===== config.mk =====
export PLATFORM = sky130hd
export DESIGN_NAME = l1_line_mover
export DESIGN_NICKNAME = d
export VERILOG_FILES = /design/src/rtl/l1_line_mover.sv
export SDC_FILE = /design/constraint.sdc
export NUM_CORES = 1
export LEC_CHECK = 0
export ABC_AREA = 1
export ABC_CLOCK_PERIOD_IN_PS = 1800
export CAP_MARGIN = 20
export CORE_AREA = 2 2 222 224
export CTS_CLUSTER_DIAMETER = 40
export DETAILED_ROUTE_END_ITERATION = 6
export DIE_AREA = 0 0 224 226
export SYNTH_ARGS = -nofsm -noshare
export SYNTH_HDL_FRONTEND = slang
export SYNTH_SLANG_ARGS = --single-unit

===== constraint.sdc =====
create_clock -name clk -period 1.8 [get_ports clk]
set_clock_uncertainty 0.2 [all_clocks]
set_input_delay 0.27 -clock clk [delete_from_list [all_inputs] [get_ports clk]]
set_output_delay 0.27 -clock clk [all_outputs]
set_load 0.01 [all_outputs]

===== src/rtl/l1_line_mover.sv =====
// Line mover between the L1 data array and pmem: optional victim writeback,
// then a line fill, with a per-access pmem response timeout.
module l1_line_mover #(
    parameter int WIDTH   = 128,
    parameter int INDEX_W = 3,
    parameter int ADDR_W  = 16,
    parameter int TIMEOUT = 64
) (
    input  logic               clk,
    input  logic               rst_n,
    input  logic               req_valid,
    output logic               req_ready,
    input  logic               req_wb,
    input  logic [INDEX_W-1:0] req_index,
    input  logic [ADDR_W-1:0]  req_wb_addr,
    input  logic [ADDR_W-1:0]  req_fill_addr,
    output logic               done,
    output logic               err,
    output logic               arr_write,
    output logic [INDEX_W-1:0] arr_index,
    output logic [WIDTH-1:0]   arr_datain,
    input  logic [WIDTH-1:0]   arr_dataout,
    output logic               pmem_read,
    output logic               pmem_write,
    output logic [ADDR_W-1:0]  pmem_address,
    output logic [WIDTH-1:0]   pmem_wdata,
    input  logic [WIDTH-1:0]   pmem_rdata,
    input  logic               pmem_resp
);

    localparam int CW = (TIMEOUT > 1) ? $clog2(TIMEOUT) : 1;
    localparam logic [ADDR_W-1:0] LINE_MASK = ~ADDR_W'(15);

    typedef enum logic [2:0] {
        IDLE,
        WB_RD,
        WB_MEM,
        FILL_MEM,
        FILL_WR,
        DONE_S
    } state_t;

    state_t             state;
    logic [WIDTH-1:0]   buf_q;
    logic [INDEX_W-1:0] idx_q;
    logic [ADDR_W-1:0]  wb_addr_q;
    logic [ADDR_W-1:0]  fill_addr_q;
    logic [CW-1:0]      cnt_q;
    logic               tmo;

    // A TIMEOUT of zero disables the limit entirely.
    assign tmo        = (TIMEOUT != 0) && (cnt_q == CW'(TIMEOUT - 1));
    assign req_ready  = (state == IDLE);
    assign arr_index  = idx_q;
    assign arr_datain = buf_q;
    assign pmem_wdata = buf_q;

    always_ff @(posedge clk or negedge rst_n) begin
        if (!rst_n) begin
            state        <= IDLE;
            buf_q        <= '0;
            idx_q        <= '0;
            wb_addr_q    <= '0;
            fill_addr_q  <= '0;
            cnt_q        <= '0;
            arr_write    <= 1'b0;
            pmem_read    <= 1'b0;
            pmem_write   <= 1'b0;
            pmem_address <= '0;
            done         <= 1'b0;
            err          <= 1'b0;
        end else begin
            done      <= 1'b0;
            err       <= 1'b0;
            arr_write <= 1'b0;
            case (state)
                IDLE: begin
                    if (req_valid) begin
                        idx_q       <= req_index;
                        wb_addr_q   <= req_wb_addr;
                        fill_addr_q <= req_fill_addr;
                        cnt_q       <= '0;
                        if (req_wb) begin
                            state <= WB_RD;
                        end else begin
                            state        <= FILL_MEM;
                            pmem_read    <= 1'b1;
                            pmem_address <= req_fill_addr & LINE_MASK;
                        end
                    end
                end
                WB_RD: begin
                    buf_q        <= arr_dataout;
                    pmem_write   <= 1'b1;
                    pmem_address <= wb_addr_q & LINE_MASK;
                    cnt_q        <= '0;
                    state        <= WB_MEM;
                end
                WB_MEM: begin
                    if (pmem_resp) begin
                        pmem_write   <= 1'b0;
                        pmem_read    <= 1'b1;
                        pmem_address <= fill_addr_q & LINE_MASK;
                        cnt_q        <= '0;
                        state        <= FILL_MEM;
                    end else if (tmo) begin
                        pmem_write <= 1'b0;
                        done       <= 1'b1;
                        err        <= 1'b1;
                        state      <= DONE_S;
                    end else begin
                        cnt_q <= cnt_q + 1'b1;
                    end
                end
                FILL_MEM: begin
                    if (pmem_resp) begin
                        pmem_read <= 1'b0;
                        buf_q     <= pmem_rdata;
                        arr_write <= 1'b1;
                        state     <= FILL_WR;
                    end else if (tmo) begin
                        pmem_read <= 1'b0;
                        done      <= 1'b1;
                        err       <= 1'b1;
                        state     <= DONE_S;
                    end else begin
                        cnt_q <= cnt_q + 1'b1;
                    end
                end
                FILL_WR: begin
                    done  <= 1'b1;
                    state <= DONE_S;
                end
                DONE_S: begin
                    state <= IDLE;
                end
                default: begin
                    state <= IDLE;
                end
            endcase
        end
    end

endmodule


==> flow_metrics.tcl, run 1 <==
set metrics [dict create \
    outcome "finished, violations left" \
    violations "setup timing" \
    worstHoldPathType "in2async" \
    clk_latency_ps 490 \
    totalWireLength_mm 41.1 \
    n_antenna_cell 0 \
    fillCellCount 5078 \
    crit_fanout 4 \
    cts-buffers-inserted 17 \
    setup_viol 67 \
    ys_top_cells_by_area "dfrtp_1, nand2_1, buf_4" \
    grtUsageTotal_pct 15.8 \
    die_w_um 224 \
    grt_max_degree 57 \
    r2r-start "state[0]" \
    post_route_cells_drive_above_1_share_pct 13.2 \
    netlist_area_um2 9430 \
    syn2layout_area_growth_pct 71.7 \
    async_reset_ff_share_pct 100 \
    ys_seq_area_share_pct 48.1 \
    start_util_pct 19.5 \
    finalInstanceArea_um2 16200 \
    dr.pass1.iters 5 \
    end_kind "output port" \
    crit_required_ps 1330 \
    cts_num_sinks 181 \
    synth_edf_count 0 \
    regArea_um2 4540 \
    port-buffer-count 564 \
    coreArea_um2 48300 \
    netlist_top_cells_count "nand2_1, dfrtp_1, buf_4" \
    placed_area_um2 15200 \
    fin_crit_ps 1890 \
    p_leak_nw 7.24 \
    power_density_nw_per_um2 1780 \
    rr_endpoint "arr_datain[47]" \
    rrSetupSlack_ps -80 \
    dp_hpwl_mm 30.5 \
    wire_per_inst_um 17.9 \
    crit_arrival_ps 1420 \
    hold_viol_final 0 \
    h-tree-depth 4 \
    clockBufferDepth 2 \
    path_class "reg2out" \
    num_rows 81 \
    synth_top_area_share_pct 48.1 \
    cts_tree "built" \
    grt_pass1_vias 9638 \
    maxSlewViolCount 0 \
    clock.fmax_mhz 528 \
    crit_path_start_kind "flop" \
    io_pins 577 \
    synth_ff_type "dfrtp_1" \
    multi_input_area_um2 3560 \
    grt_pass1_wl_mm 59.7 \
    grt_setup_unrepaired "yes" \
    dieArea_um2 50600 \
    antenna_left 0 \
    dp_slack_ps -296 \
    clk_pin_slew_worst_paths_ps 70 \
    syn-mean-instance-area_um2 8.02 \
    gp_routability_congestion 0.855 \
    num_vias 9681 \
    grt_overflow 0 \
    synth_warnings 0 \
    nets 1964 \
    first_iter_violations 591 \
    reg2reg_depth 9 \
    fin_crit_sh_pct 105 \
    cts_root_buf "clkbuf_16" \
    drc 0 \
    synth.distinct_cells 24 \
    cap_violations 0 \
    via_per_inst 4.21 \
    synthCells 1175 \
    finalWorstSetupSlack_ps -94.0 \
    synth.most_common_cell "nand2_1" \
    ir_worst_vdd_uv 879 \
    die_h_um 226 \
    synth-seq-cells 181 \
    synth_largest_area_cell "dfrtp_1" \
    antenna_found_initial 3 \
]
==> what timing repair did <==
item	4_1_cts	5_1_grt
pin swaps	6	5
endpoints found under the hold margin	181	0
setup endpoints to repair	358	106
setup buffers	35	4
resized for setup	378	53
hold buffers	1	0
gates cloned	5	1
==> sequential cells by signal, indices dropped and copies added, names as in the netlist, 3 cells and up <==
name and cells:
arr_datain 128, arr_index 3, cnt_q 6, fill_addr_q 12, pmem_address 12, state 3, wb_addr_q 12
==> routing by layer <==
layer	wire length, um	global-route usage, %	vias up
met2	21100	27.7	359
met3	2960	5.20	59
met1	15800	17.5	4597
met4	1240	6.41	6
li1	-	-	4660
met5	39	0	-
==> power by group <==
part,internal (mW),switching [mW]
logic,8.03,9.16
registers,6.13,1.69
clock network,1.96,1.90
total,16.1,12.8
==> critical path: stages (launching register included) <==
cell	delay [ps]
dfrtp_2	440
nor3_4	300
buf_2	190
==> how the worst max path moves through the flow <==
stage	slack (ps)	startpoint	to
CTS	-210	state[1]	req_ready
global placement	-210	pmem_resp	arr_datain[60]
finish	-90	state[0]	req_ready
floorplan	280	state[1]	req_ready
global route	-190	state[0]	arr_datain[53]
detailed placement	-300	pmem_resp	arr_datain[73]
==> logic make-up (layout without fill, tap and decap cells) <==
group / count (synthesis) / after routing / synth area share, %
flops: 181 / 181 / 48.1
other cells: 1 / 4 / 0.0398
simple gates: 622 / 623 / 26.0
fa+ha+maj: 1 / 1 / 0.133
compound gates: 141 / 141 / 9.24
buf+inv: 229 / 730 / 16.5
==> cell usage in the layout, fill, tap and decap left out, types with 2 or more instances in the layout <==
master           instances
nand3_4                  3
buf_6                    5
buf_2                    7
clkdlybuf4s50_1        286
conb_1                   4
nand3_1                 44
dfrtp_2                  9
buf_8                    4
nand2_2                  6
dlygate4sd2_1          247
clkinvlp_4               7
buf_4                   67
inv_6                    6
a31oi_1                126
clkbuf_16               18
nand2_1                417
buf_16                   4
inv_2                    2
o21ai_0                  6
a21oi_1                  3
nand3_2                  2
dfrtp_1                172
nand4_1                  4
nor2_1                 119
inv_8                    4
nor2_2                  15
clkdlybuf4s15_1          7
inv_1                   20
nor2_4                   7
clkdlybuf4s15_2         14
nand2_8                  2
buf_12                  26
==> final cells by class <==
| class | count | area share [%] |
|---|---|---|
| inverter | 26 | 0.696 |
| sequential | 181 | 28.1 |
| tap | 622 | 4.81 |
| timing repair inverter | 1 | 0.0464 |
| timing repair buffer | 671 | 40.7 |
| clock buffer | 17 | 2.63 |
| multi-input combinational | 769 | 22.0 |
| clock inverter | 15 | 0.974 |
==> per-stage QoR <==
step | util [%] | TNS [ps] | cells | power, mW | hold WS (ps)
5_1_grt | 33.5 | -13900 | 2302 | 30.9 | 113
2_1_floorplan | - | 0 | 1178 | 17.1 | -226
6_report | 33.5 | -2550 | 2302 | 28.9 | 103
4_1_cts | 33.0 | -206 | 2299 | 28.7 | 72.1
3_5_place_dp | 31.4 | -26460 | 2227 | 25.3 | 71.8
3_3_place_gp | 31.4 | -19040 | 2227 | 25.0 | 77.6
No activity file was read; power rests on OpenSTA's default activity.
==> run 2: changes to the inputs <==
- RECOVER_POWER: not set -> 50
==> run 2 against run 1 <==
  * The flow still finishes with violations (setup timing)
  * Largest power group unchanged
  * Register-to-register slack about the same
  * Sequential share of layout area up 0.14 points
  * Critical endpoint unchanged
  * Sequential power about the same
  * Cell count unchanged
  * Critical path type unchanged
==> flow_metrics.tcl, run 2 (synthesis results as in run 1) <==
set metrics [dict create \
    outcome "finished, violations left" \
    violations "setup timing" \
    finalInstanceArea_um2 16100 \
    setup_viol 70 \
    tightest_slew_ps 742 \
    ir_worst_vdd_uv 875 \
    cap_violations 0 \
    clk_latency_ps 480 \
    drc 0 \
    p_leak_nw 7.20 \
    n_antenna_cell 0 \
    utilization_pct 33.3 \
    worstHoldPathCells 3 \
    first_iter_violations 563 \
    path_cells "nor3_4, buf_2" \
    fin_crit_sh_pct 105 \
    h-tree-depth 4 \
    grt_overflow 0 \
    reg2reg_depth 9 \
    coreArea_um2 48300 \
    antenna_found_initial 3 \
    grt_setup_unrepaired "yes" \
    largest_reg_flops 128 \
    num_rows 81 \
    io_pins 577 \
    die_w_um 224 \
    final_common_cell "nand2_1" \
    crit_fanout 4 \
    grtUsageTotal_pct 15.8 \
    layout_common_cells "nand2_1, clkdlybuf4s50_1, dlygate4sd2_1, dfrtp_1, a31oi_1" \
    crit_required_ps 1330 \
    gp_routability_congestion 0.855 \
    finalWorstSetupSlack_ps -90.2 \
    via_per_inst 4.22 \
    die_h_um 226 \
    end_kind "output port" \
    cts_root_buf "clkbuf_16" \
    fin_hold_ws_ps 134 \
    cp_num_buf_inv 1 \
    max-slew-margin-rel_pct 50.5 \
    nets 1964 \
    rrSetupSlack_ps -80 \
    grt_max_degree 57 \
    clockBufferDepth 2 \
    dp_hpwl_mm 30.5 \
    drt-met1-wl_mm 15.4 \
    dr.pass1.iters 5 \
    dieArea_um2 50600 \
    wire_per_inst_um 17.8 \
    totalWireLength_mm 41.0 \
    holdPathEnd "arr_datain[104]" \
    path_class "reg2out" \
    rr_endpoint "arr_datain[47]" \
    cts-buffers-inserted 17 \
    post_route_cells_drive_above_1_share_pct 12.9 \
    placed_area_um2 15200 \
    r2r-start "state[0]" \
    path_delay_family "flip-flops" \
    start_util_pct 19.5 \
    grt_pass1_vias 9638 \
    maxSlewViolCount 0 \
    wl_met2_mm 21.2 \
    cts_tree "built" \
    fillCellCount 5093 \
    critical-path-slowest-cell "dfrtp_2" \
    num_vias 9713 \
    hold_viol_final 0 \
    slowest_delay_ps 440 \
    port-buffer-count 564 \
    crit_arrival_ps 1420 \
    syn2layout_area_growth_pct 70.8 \
    antenna_left 0 \
    clk_pin_slew_worst_paths_ps 70 \
    clock.fmax_mhz 529 \
    fin_crit_ps 1890 \
    wl_met3_mm 3.18 \
    min_from "pmem_rdata[104]" \
    worstHoldPathType "in2reg" \
    top_layer_used "met5" \
    grt_pass1_wl_mm 59.7 \
    crit_path_start_kind "flop" \
    cts_num_sinks 181 \
    power_density_nw_per_um2 1790 \
]
-- run 2: changes by cell type in the layout (fill, tap and decap cells not counted) --
cell	change
buf_4	-6
buf_12	-4
clkbuf_1	+4
clkbuf_2	+3
clkbuf_4	+3
buf_2	+1
clkbuf_8	-1
dfrtp_1	+1
dfrtp_2	-1
-- run 2: where the power goes --
part           switching, mW  internal [mW]
logic                   9.13           8.01
registers               1.69           6.13
clock network           1.90           1.96
-- run 2: per-stage QoR --
step / std cells / setup WS, ps / power [mW] / TNS (ps)
2_1_floorplan: 1178 / 284 / 17.1 / 0
3_3_place_gp: 2227 / -210 / 25.0 / -19040
3_5_place_dp: 2227 / -296 / 25.3 / -26460
4_1_cts: 2299 / -206 / 28.7 / -206
5_1_grt: 2302 / -190 / 30.9 / -13900
6_report: 2302 / -90.2 / 28.8 / -2230
-- run 2: worst max-delay path by stage --
stage                                 to       from  slack [ps]  cells after the start
final                          req_ready   state[0]         -90                      2
after floorplan                req_ready   state[1]         280                      3
after global routing      arr_datain[53]   state[0]        -190                      9
after CTS                      req_ready   state[1]        -210                      2
after detailed placement  arr_datain[73]  pmem_resp        -300                      6
after global placement    arr_datain[60]  pmem_resp        -210                      6
-- run 2: final cells by class --
cell class              instances  area (um^2)  area share (%)
clock buffers                  17          425            2.64
clock inverters                15          158           0.979
inverters                      26          113           0.700
multi-input cells             769         3560            22.1
flip-flops and latches        181         4540            28.2
well taps                     622          778            4.83
repair buffers                671         6510            40.5
repair inverters                1         7.51          0.0466
-- run 2: timing repair --
action | CTS | global route
setup endpoints to repair | 358 | 106
hold buffers | 1 | 0
buffers inserted | 35 | 4
hold endpoints to repair | 181 | 0
pin swaps | 6 | 5
cloned | 5 | 1
gates resized for setup | 378 | 53
-- run 2: routing by layer --
layer	vias to the layer above	track usage, %
met4	6	6.41
met2	376	27.7
li1	4664	-
met1	4612	17.5
met3	55	5.20
met5	-	0
-- run 2: tightest hold or removal path, cell delays in order --
cell and delay, ps:
clkdlybuf4s50_1 390, nand2_1 60, a31oi_1 60
==> run 3: changes to the inputs <==
- CAP_MARGIN: 20 -> 10
- SETUP_SLACK_MARGIN: not set -> 0.4
- SKIP_LAST_GASP: not set -> 1
==> run 3 against run 2 <==
  * The run still ends with setup timing left
  * Final area rose by 7.8%
  * Critical endpoint is now arr_datain[91]
  * Flip-flop and latch count unchanged
  * Fmax fell by 0.36%
  * Highest routed layer is now met4
  * Worst setup slack lost 6.8 ps
  * Register-to-register slack lost 20 ps
  * Via count rose by 7.9%
  * Critical path type is now reg2reg
==> flow_metrics.tcl, run 3 (synthesis results as in run 1) <==
set metrics [dict create \
    outcome "finished, violations left" \
    violations "setup timing" \
    h-tree-depth 4 \
    grt_busiest_layer "met2" \
    fin_crit_ps 1900 \
    fillCellCount 4997 \
    rr_endpoint "arr_datain[91]" \
    finalWorstSetupSlack_ps -97.0 \
    start_util_pct 19.5 \
    stdcell_count 2426 \
    use_met2_pct 29.0 \
    grt_pass1_wl_mm 62.4 \
    utilization_pct 35.9 \
    grtUsageTotal_pct 16.4 \
    coreArea_um2 48300 \
    cts_root_buf "clkbuf_16" \
    total_power_mw 34.0 \
    nets 2088 \
    fin_hold_ws_ps 140 \
    finalInstanceArea_um2 17300 \
    n_antenna_cell 0 \
    end_kind "flop" \
    dieArea_um2 50600 \
    clock.fmax_mhz 527 \
    max-slew-margin-rel_pct 22.4 \
    tightest_slew_ps 1160 \
    ir_worst_vdd_uv 682 \
    dp_hpwl_mm 29.1 \
    crit_fanout 6 \
    clk_pin_slew_worst_paths_ps 70 \
    cts_num_sinks 181 \
    die_w_um 224 \
    r2r-start "state[0]" \
    crit_path_start_kind "flop" \
    layout_common_cells "nand2_1, clkdlybuf4s50_1, buf_6, dfrtp_1, buf_2" \
    p_leak_nw 7.94 \
    clockBufferDepth 2 \
    cts_tree "built" \
    post_route_cells_drive_above_1_share_pct 31.4 \
    tns_ps -1300 \
    dr.pass1.iters 6 \
    dp_slack_ps -274 \
    fin_crit_sh_pct 105 \
    met3_usage_pct 5.76 \
    dp_cells 2229 \
    path_class "reg2reg" \
    reg2reg_depth 9 \
    antenna_found_initial 0 \
    crit_arrival_ps 2050 \
    grt_pass1_vias 10493 \
    io_pins 577 \
    worstHoldPathType "in2reg" \
    crit_required_ps 1960 \
    power_density_nw_per_um2 1960 \
    drc 0 \
    min_from "pmem_rdata[80]" \
    largest_reg_flops 128 \
    rrSetupSlack_ps -100 \
    antenna_left 0 \
    first_iter_violations 545 \
    wire_per_inst_um 18.8 \
    grtUsageMet1_pct 17.7 \
    die_h_um 226 \
    cts-buffers-inserted 17 \
    placed_area_um2 15100 \
    holdPathEnd "arr_datain[80]" \
    maxSlewViolCount 0 \
    hold_viol_final 0 \
    totalWireLength_mm 45.7 \
    grt_overflow 0 \
    grt_max_degree 48 \
    syn2layout_area_growth_pct 84.0 \
    worstHoldPathCells 3 \
    num_vias 10481 \
    grt_setup_unrepaired "yes" \
    setup_viol 57 \
    port-buffer-count 564 \
    cap_violations 0 \
    final_common_cell "nand2_1" \
    clk_latency_ps 480 \
    num_rows 81 \
    via_per_inst 4.32 \
    gp_routability_congestion 0.792 \
]
-- run 3: area by class of cell --
type / instances / area (um^2) / share of cell area, %
clock buffer: 18 / 429 / 2.47
timing repair buffer: 791 / 7570 / 43.6
timing repair inverter: 2 / 15.0 / 0.0866
sequential: 181 / 4540 / 26.2
tap: 622 / 778 / 4.49
inverter: 26 / 118 / 0.678
clock inverter: 14 / 198 / 1.14
multi-input combinational: 772 / 3700 / 21.3
-- run 3: worst max-delay path, cell delays in order (launching register included) --
cell	delay (ps)
dfrtp_2	430
buf_4	140
buf_4	130
nand3_4	100
buf_12	160
buf_12	120
nand2_8	100
buf_8	160
nor2_1	190
a31oi_4	40
-- run 3: per-layer routing --
| metal | vias up | wire length [um] |
|---|---|---|
| met4 | 0 | 1360 |
| met2 | 436 | 23300 |
| met1 | 5049 | 17500 |
| met3 | 67 | 3480 |
| li1 | 4929 | - |
| met5 | - | 0 |
-- run 3: power by group --
group / switching [mW] / internal (mW)
sequential: 1.63 / 6.14
clock: 1.79 / 2.34
combinational: 10.9 / 11.2
-- run 3: worst max path at each step --
| stage | startpoint | end | slack (ps) | depth (start not counted) |
|---|---|---|---|---|
| 2_1_floorplan | state[1] | arr_datain[72] | 320 | 8 |
| 3_3_place_gp | pmem_resp | arr_datain[44] | -230 | 6 |
| 3_5_place_dp | pmem_resp | arr_datain[125] | -270 | 6 |
| 4_1_cts | state[0] | req_ready | -150 | 2 |
| 5_1_grt | state[0] | arr_datain[91] | -140 | 9 |
| 6_report | state[0] | arr_datain[91] | -100 | 9 |
-- run 3: what timing repair did --
item | 4_1_cts | 5_1_grt
cloned | 10 | 17
resized for setup | 1355 | 67
hold buffers | 1 | 0
pin swaps | 5 | 9
endpoints found under the hold margin | 181 | 0
setup buffers | 124 | 13
setup endpoints to repair | 457 | 458
